$ cat src/rtl/apb_completer_regs.sv
// APB completer terminating transfers into a bank of word registers,
// with programmable wait states and an error response for illegal accesses.
module apb_completer_regs #(
  parameter int ADDR_WIDTH  = 32,
  parameter int DATA_WIDTH  = 32,
  parameter int NUM_REGS    = 16,
  parameter int WAIT_STATES = 2
) (
  input  logic                           pclk,
  input  logic                           preset,
  input  logic                           psel,
  input  logic                           penable,
  input  logic                           pwrite,
  input  logic [ADDR_WIDTH-1:0]          paddr,
  input  logic [DATA_WIDTH-1:0]          pwdata,
  output logic                           pready,
  output logic [DATA_WIDTH-1:0]          prdata,
  output logic                           pslverr,
  output logic [NUM_REGS*DATA_WIDTH-1:0] reg_out
);

  localparam int IDX_W = (NUM_REGS > 1) ? $clog2(NUM_REGS) : 1;

  typedef enum logic [1:0] {
    S_IDLE,
    S_WAIT,
    S_ACCESS
  } state_t;

  state_t                state_q, state_d;
  logic [3:0]            cnt_q, cnt_d;
  logic                  write_q, write_d;
  logic [IDX_W-1:0]      idx_q, idx_d;
  logic                  err_q, err_d;
  logic [DATA_WIDTH-1:0] wdata_q, wdata_d;
  logic                  pready_q, pready_d;
  logic [DATA_WIDTH-1:0] prdata_q, prdata_d;
  logic                  pslverr_q, pslverr_d;
  logic [DATA_WIDTH-1:0] regs_q [NUM_REGS];
  logic [DATA_WIDTH-1:0] regs_d [NUM_REGS];

  logic                  setup_err;
  logic [IDX_W-1:0]      setup_idx;
  logic                  go_access;

  assign setup_err = (paddr[1:0] != 2'b00) ||
    (paddr[ADDR_WIDTH-1:2] >= (ADDR_WIDTH-2)'(NUM_REGS));
  assign setup_idx = paddr[IDX_W+1:2];

  always_comb begin
    state_d   = state_q;
    cnt_d     = cnt_q;
    write_d   = write_q;
    idx_d     = idx_q;
    err_d     = err_q;
    wdata_d   = wdata_q;
    regs_d    = regs_q;
    pready_d  = 1'b0;
    prdata_d  = '0;
    pslverr_d = 1'b0;
    go_access = 1'b0;
    unique case (state_q)
      S_IDLE: begin
        if (psel && !penable) begin
          write_d = pwrite;
          idx_d   = setup_idx;
          err_d   = setup_err;
          wdata_d = pwdata;
          cnt_d   = 4'(WAIT_STATES);
          if (WAIT_STATES == 0) begin
            state_d   = S_ACCESS;
            go_access = 1'b1;
          end else begin
            state_d = S_WAIT;
          end
        end
      end
      S_WAIT: begin
        // Dropping psel mid-transfer abandons it without touching registers.
        if (!psel) begin
          state_d = S_IDLE;
        end else if (penable) begin
          if (cnt_q <= 4'd1) begin
            state_d   = S_ACCESS;
            go_access = 1'b1;
          end else begin
            cnt_d = cnt_q - 4'd1;
          end
        end
      end
      S_ACCESS: begin
        state_d = S_IDLE;
        if (write_q && !err_q) begin
          regs_d[idx_q] = wdata_q;
        end
      end
      default: state_d = S_IDLE;
    endcase
    // Response is computed one cycle early so every output is a flop.
    if (go_access) begin
      pready_d  = 1'b1;
      pslverr_d = err_d;
      if (!err_d && !write_d) begin
        prdata_d = regs_q[idx_d];
      end
    end
  end

  always_ff @(posedge pclk) begin
    if (preset) begin
      state_q   <= S_IDLE;
      cnt_q     <= '0;
      write_q   <= 1'b0;
      idx_q     <= '0;
      err_q     <= 1'b0;
      wdata_q   <= '0;
      pready_q  <= 1'b0;
      prdata_q  <= '0;
      pslverr_q <= 1'b0;
      for (int k = 0; k < NUM_REGS; k++) begin
        regs_q[k] <= '0;
      end
    end else begin
      state_q   <= state_d;
      cnt_q     <= cnt_d;
      write_q   <= write_d;
      idx_q     <= idx_d;
      err_q     <= err_d;
      wdata_q   <= wdata_d;
      pready_q  <= pready_d;
      prdata_q  <= prdata_d;
      pslverr_q <= pslverr_d;
      regs_q    <= regs_d;
    end
  end

  assign pready  = pready_q;
  assign prdata  = prdata_q;
  assign pslverr = pslverr_q;

  for (genvar g = 0; g < NUM_REGS; g++) begin : g_out
    assign reg_out[g*DATA_WIDTH +: DATA_WIDTH] = regs_q[g];
  end

endmodule

$ cat config.mk
export PLATFORM = sky130hd
export DESIGN_NAME = apb_completer_regs
export DESIGN_NICKNAME = d
export VERILOG_FILES = /design/src/rtl/apb_completer_regs.sv
export SDC_FILE = /design/constraint.sdc
export NUM_CORES = 1
export LEC_CHECK = 0
export CORE_AREA = 3 3 241 243
export CTS_CLUSTER_SIZE = 40
export DETAILED_ROUTE_END_ITERATION = 10
export DIE_AREA = 0 0 244 246
export PLACE_DENSITY = 0.82
export SETUP_SLACK_MARGIN = 0.5
export SYNTH_ARGS = -nofsm -noshare
export SYNTH_HDL_FRONTEND = slang
export SYNTH_SLANG_ARGS = --single-unit
export TNS_END_PERCENT = 20
$ cat constraint.sdc
create_clock -name pclk -period 2.65 [get_ports pclk]
set_input_delay 0.265 -clock pclk [delete_from_list [all_inputs] [get_ports pclk]]
set_output_delay 0.265 -clock pclk [all_outputs]
set_load 0.005 [all_outputs]
---- After elaboration in Yosys (flattened, before gate mapping) ----
Cells that the tools add are included.
storage, ports and cells
  output and inout bits ................... 546
  register bits ........................... 590
  logic and storage cells ................. 88
  bits in latches ......................... 0
  bits in read-only memories .............. 0
  bits of input ports ..................... 69
  RAM bits ................................ 0
  memories ................................ 0
cells by class
  equal/unequal tests ..................... 8
  divide/modulo/power cells ............... 0
  multipliers ............................. 0
  bitwise operators ....................... 4
  add/sub/neg operators ................... 1
  reductions and logical operators ........ 18
  $lt $le $gt $ge ......................... 5
  multiplexer cells ....................... 27
  shifts and indexed selects .............. 0
operators by type and width
  cell                 number
  $bwmux 512           1
  $bmux 32 s4          1
  $demux 32 s4         1
  $mux 32              3
  $ge 30x5->1 const B  1
  $mux 4               6
  $ge 5x5->1 const B   2
  $not 4->5            2
  $mux 1               9
  $mux 2               4
  $ne 2x2->1 const B   4
  $pmux 4 s2           1
  $ne 3x3->1 const B   2
  $lt 5x1->1 const B   1
  $reduce_and 5->1     1
  $le 4x1->1 const B   1
  $logic_and 1x1->1    4
  $logic_not 1->1      4
  $pmux 2 s2           1
  $reduce_and 2->1     2
  $reduce_bool 2->1    2
  $sub 4x1->4 const B  1
  $reduce_and 3->1     1
  $reduce_or 3->1      1
  other kinds (6)      7

---- Logic depth before layout (Yosys ltp) ----
  depth in word-level cells ............... 8
  depth in mapped cells ................... 9
  mapped depth without buffers ............ 8

---- Worst setup path before layout ----
OpenSTA, ideal clock, no wires.
  kind .................................... reg2reg
  start point ............................. reg state_q[0]
  end point ............................... reg prdata_q[20], in the netlist prdata[20]
  setup time .............................. 0.117 ns
  arrival ................................. 2.106 ns
  path slack .............................. 0.427 ns
  cell stages (with the launch flop) ...... 9
  buffers on the path ..................... 3
  required time ........................... 2.533 ns
  path through ............................ dfxtp_1 -> nor4b_2 -> buf_4 -> mux2i_4 -> buf_2 -> buf_4 -> mux2i_1 -> a22oi_1 -> a32o_1
on the way
  cells in the longest elaborated chain, start to end .. 6
  elaborated cells on any way between the ends .. 16
RTL lines
  what                                                                       line      RTL
  start, declared                                                            30        state_t state_q, state_d;
  start signal, assigned                                                     124       state_q <= state_d;
  $logic_not 2->1                                                            62        unique case (state_q)
  $mux 4 / $mux 1 (equally long branches)                                    62
  $not 4->5 (not written as such) / $logic_not 1->1 (equally long branches)  104, 103
  $bmux 32 s4 / $logic_and 1x1->1 (equally long branches)                    104, 103
  $mux 32 (not written as such) / $not 1->1 (equally long branches)          -
  $mux 32 (not written as such) / $reduce_or 3->1 (equally long branches)    -
  end signal, assigned                                                       131       prdata_q <= prdata_d;
  end, declared                                                              37        logic [DATA_WIDTH-1:0] prdata_q, prdata_d;
Several ways; a longest one is shown, not always the timed one. The select of a mux whose other input is x is not followed.
A chain may end at the register's enable or synchronous reset.

---- Final worst setup path ----
  start point ............................. reg state_q[0]
  end point ............................... reg prdata_q[13], in the netlist prdata[13]
Same word-level chain as after synthesis.

==> summary.md <==
| Metric | Value |
|---|---|
| Status | complete, no violations |
| Clock transition at the registers of the reported paths | 0.06 ns |
| Arrival time of data at the critical path endpoint | 3.10 ns |
| Yosys reg bits | 590 |
| Transition time of the tightest slew-check pin | 1.31 ns |
| Clk buf depth | 3 |
| Die height | 246 um |
| Gate count after technology mapping | 3043 |
| Horiz. Die Dim | 244 um |
| Via count | 26579 |
| Initial Utilization | 0.435 |
| Final-report hold violation count | 0 |
| Later-pin clock latency in the skew report | 0.63 ns |
| Largest net degree at the start of global routing | 234 |
| Final Max Slew Viols | 0 |
| Overall power of the completed layout | 0.0200 W |
| Netlist area before placement | 24400 um^2 |
| Synthesis-to-finish area growth | 47.0% |
| Nets@finish | 3688 |
| Detail Placement HPWL | 75200 um |
| Clk root buf | clkbuf_16 |
| Die area | 60000 um^2 |
| Max-Cap Viols | 0 |
| Max frequency | 394 MHz |
| Share of the clock period used by the worst path | 0.957 |
| Num rows | 87 |
| Post-route setup TNS | 0 ns |
| Clock tree from TritonCTS | built |
| Data required time of the critical path | 3.21 ns |
| Power density over cell area | 557 nW/um^2 |
| Tot GR Track Use | 0.359 |
| Number of warnings printed during yosys synthesis | 0 |
| Mapped Nets | 3114 |
| Number of instances on the worst hold path | 3 |
| Area of the core region | 56200 um^2 |
| Kind of end point of the critical path | flip-flop |
| Time the worst path needs with I/O delays and setup | 2.54 ns |
| Peak ir drop on the vdd network | 0.494 mV |
| Post-synthesis sequential area ratio | 0.484 |
| Number of nets still failing antenna checks after routing | 0 |
| Share of post-route cells with drive strength above 1 | 0.112 |
| Count of H-tree levels built during CTS | 2 |
| Length of the first detailed-routing pass in iterations | 7 |
| Mean instance size in the synthesized netlist | 8.02 um^2 |
| Count of buffers from port buffering | 614 |
| Avg WL per Cell | 26.5 um |
| Critical Path Source Type | flip-flop |
| Highest-count cells in the layout ignoring fill and taps | nand2_1 (1103), clkdlybuf4s50_1 (613), dfxtp_1 (588), a21oi_1 (538), mux2i_1 (232) |
| Count of filler cells inserted in the layout | 4388 |
| Lkg Pwr | 12.9 nW |
| I/O pins | 615 |
| Via count of the first global-routing pass | 25474 |
| Commonest non-fill, non-tap cell in the layout | nand2_1 |
| CP max FO | 13 |
| Category of the critical setup timing path | flip-flop to flip-flop |
| Netlist cell types | 36 |
| DRT iter0 DRCs | 3377 |
| Number of cell instances on the worst register-to-register path | 11 |
| Final setup violating endpoints | 0 |
| Sum of routed wire length over all layers | 117000 um |
| Sum of overflow across all layers after global routing | 0 |
| First-pass GRT wire length | 164000 um |
| Slew headroom | 0.128 |
| Num CTS Buffers | 61 |
| Residual DRC count | 0 |
| Unrepaired setup endpoints after global routing | true |
| Initial antenna violation count | 3 |
| Classification of the worst-slack hold path | primary input to flip-flop |
| RePlAce Congestion | 0.943 |
| Setup clock skew after layout | 0.0264 ns |
| Sinks on the clock net | 590 |
| DR vias/cell | 6.01 |
==> final cells by class <==
type	count	area [um^2]	area share
Antenna cell	1	2.50	0.0000697
Clock buffer	93	1840	0.0512
Clock inverter	19	280	0.00781
Inverter	4	15.0	0.000418
Multi-Input combinational cell	2157	12200	0.340
Sequential cell	590	11800	0.329
Tap cell	756	946	0.0264
Timing Repair Buffer	803	8780	0.245
==> final timing paths <==
kind                                   start      endpoint  slack [ns]
worst max-delay path              state_q[0]    prdata[13]        0.11
worst min-delay path               pwdata[0]    wdata_q[0]        0.18
worst max register to register    state_q[0]    prdata[13]        0.11
worst min register to register  reg_out[164]  reg_out[164]        0.47
==> where the power goes <==
group | internal, W | switching (W) | leakage [nW]
clock | 0.00543 | 0.00371 | 1.05
combinational | 0.000863 | 0.000917 | 7.13
sequential | 0.00890 | 0.000173 | 4.76
==> cells in the mapped netlist (all sizes together) <==
library cell  instances  area [um^2]
a21oi               546         2730
a221oi               32          280
a22o                 32          280
a22oi                64          480
a32o                 32          320
and3                  3         18.8
and4bb                1         12.5
buf                  42          283
clkbuf              250          938
dfxtp               590        11800
ha                    2         25.0
inv                   4         15.0
mux2                  2         22.5
mux2i               262         2640
nand2              1105         4150
nand2b                4         25.0
nand3                 7         35.0
nand4                 1         6.26
nand4bb               1         11.3
nor2                 31          126
nor2b                 3         18.8
nor3                  9         45.0
nor4                  8         50.1
nor4b                 1         15.0
o311ai                1         8.76
o31ai                 2         15.0
or2                   3         18.8
or3                   1         6.26
or3b                  1         8.76
xnor2                 1         8.76
xor2                  2         17.5
==> registers in the layout, indices dropped and copies added, names as in the netlist <==
signal,count
pslverr,1
state_q,2
write_q,1
wdata_q,32
reg_out,512
pready,1
cnt_q,4
err_q,1
prdata,32
idx_q,4
==> layer usage <==
metal	vias up	part of all wire	track usage
met5	-	0.00022	0
met4	4	0.084	0.240
met3	582	0.12	0.105
met2	2104	0.46	0.600
met1	12465	0.33	0.397
li1	11424	-	-
==> cell families after synthesis <==
group	count (synthesis)	share of synthesized area
adder cells (fa/ha/maj)	2	0.00102
AO/OA/AOI/OAI	709	0.169
AND/OR/NAND/NOR	1179	0.186
flip-flops	590	0.484
buffers and inverters	296	0.0506
multiplexers	264	0.109
XOR/XNOR	3	0.00108
==> repair_timing <==
item,in CTS,in global routing
cloned,11,20
hold buffers,1,0
endpoints found under the hold margin,1,0
resized for setup,108,84
setup endpoints to repair,174,420
pin swaps,15,35
setup buffers,14,23
==> worst max-delay path, stage by stage, from the launching register on <==
cell and delay, ns:
dfxtp_2 0.33, nor4b_4 0.27, buf_6 0.18, buf_12 0.13
mux2i_4 0.28, buf_6 0.15, nor2_4 0.05, buf_12 0.16
buf_8 0.17, buf_8 0.16, a22oi_2 0.34, a32o_1 0.23
==> through the flow <==
step	worst slack [ns]	std cells	area, um^2	util	hold WS (ns)
finish	0.113	4423	35900	0.639	0.183
detailed placement	-0.552	4241	31700	0.565	0.462
CTS	0.189	4379	34800	0.620	0.175
global route	0.0744	4423	35900	0.639	0.197
floorplan	0.493	3043	24400	-	0.354
global placement	-0.539	4241	31700	0.565	0.454
No activity file was read; power rests on OpenSTA's default activity.
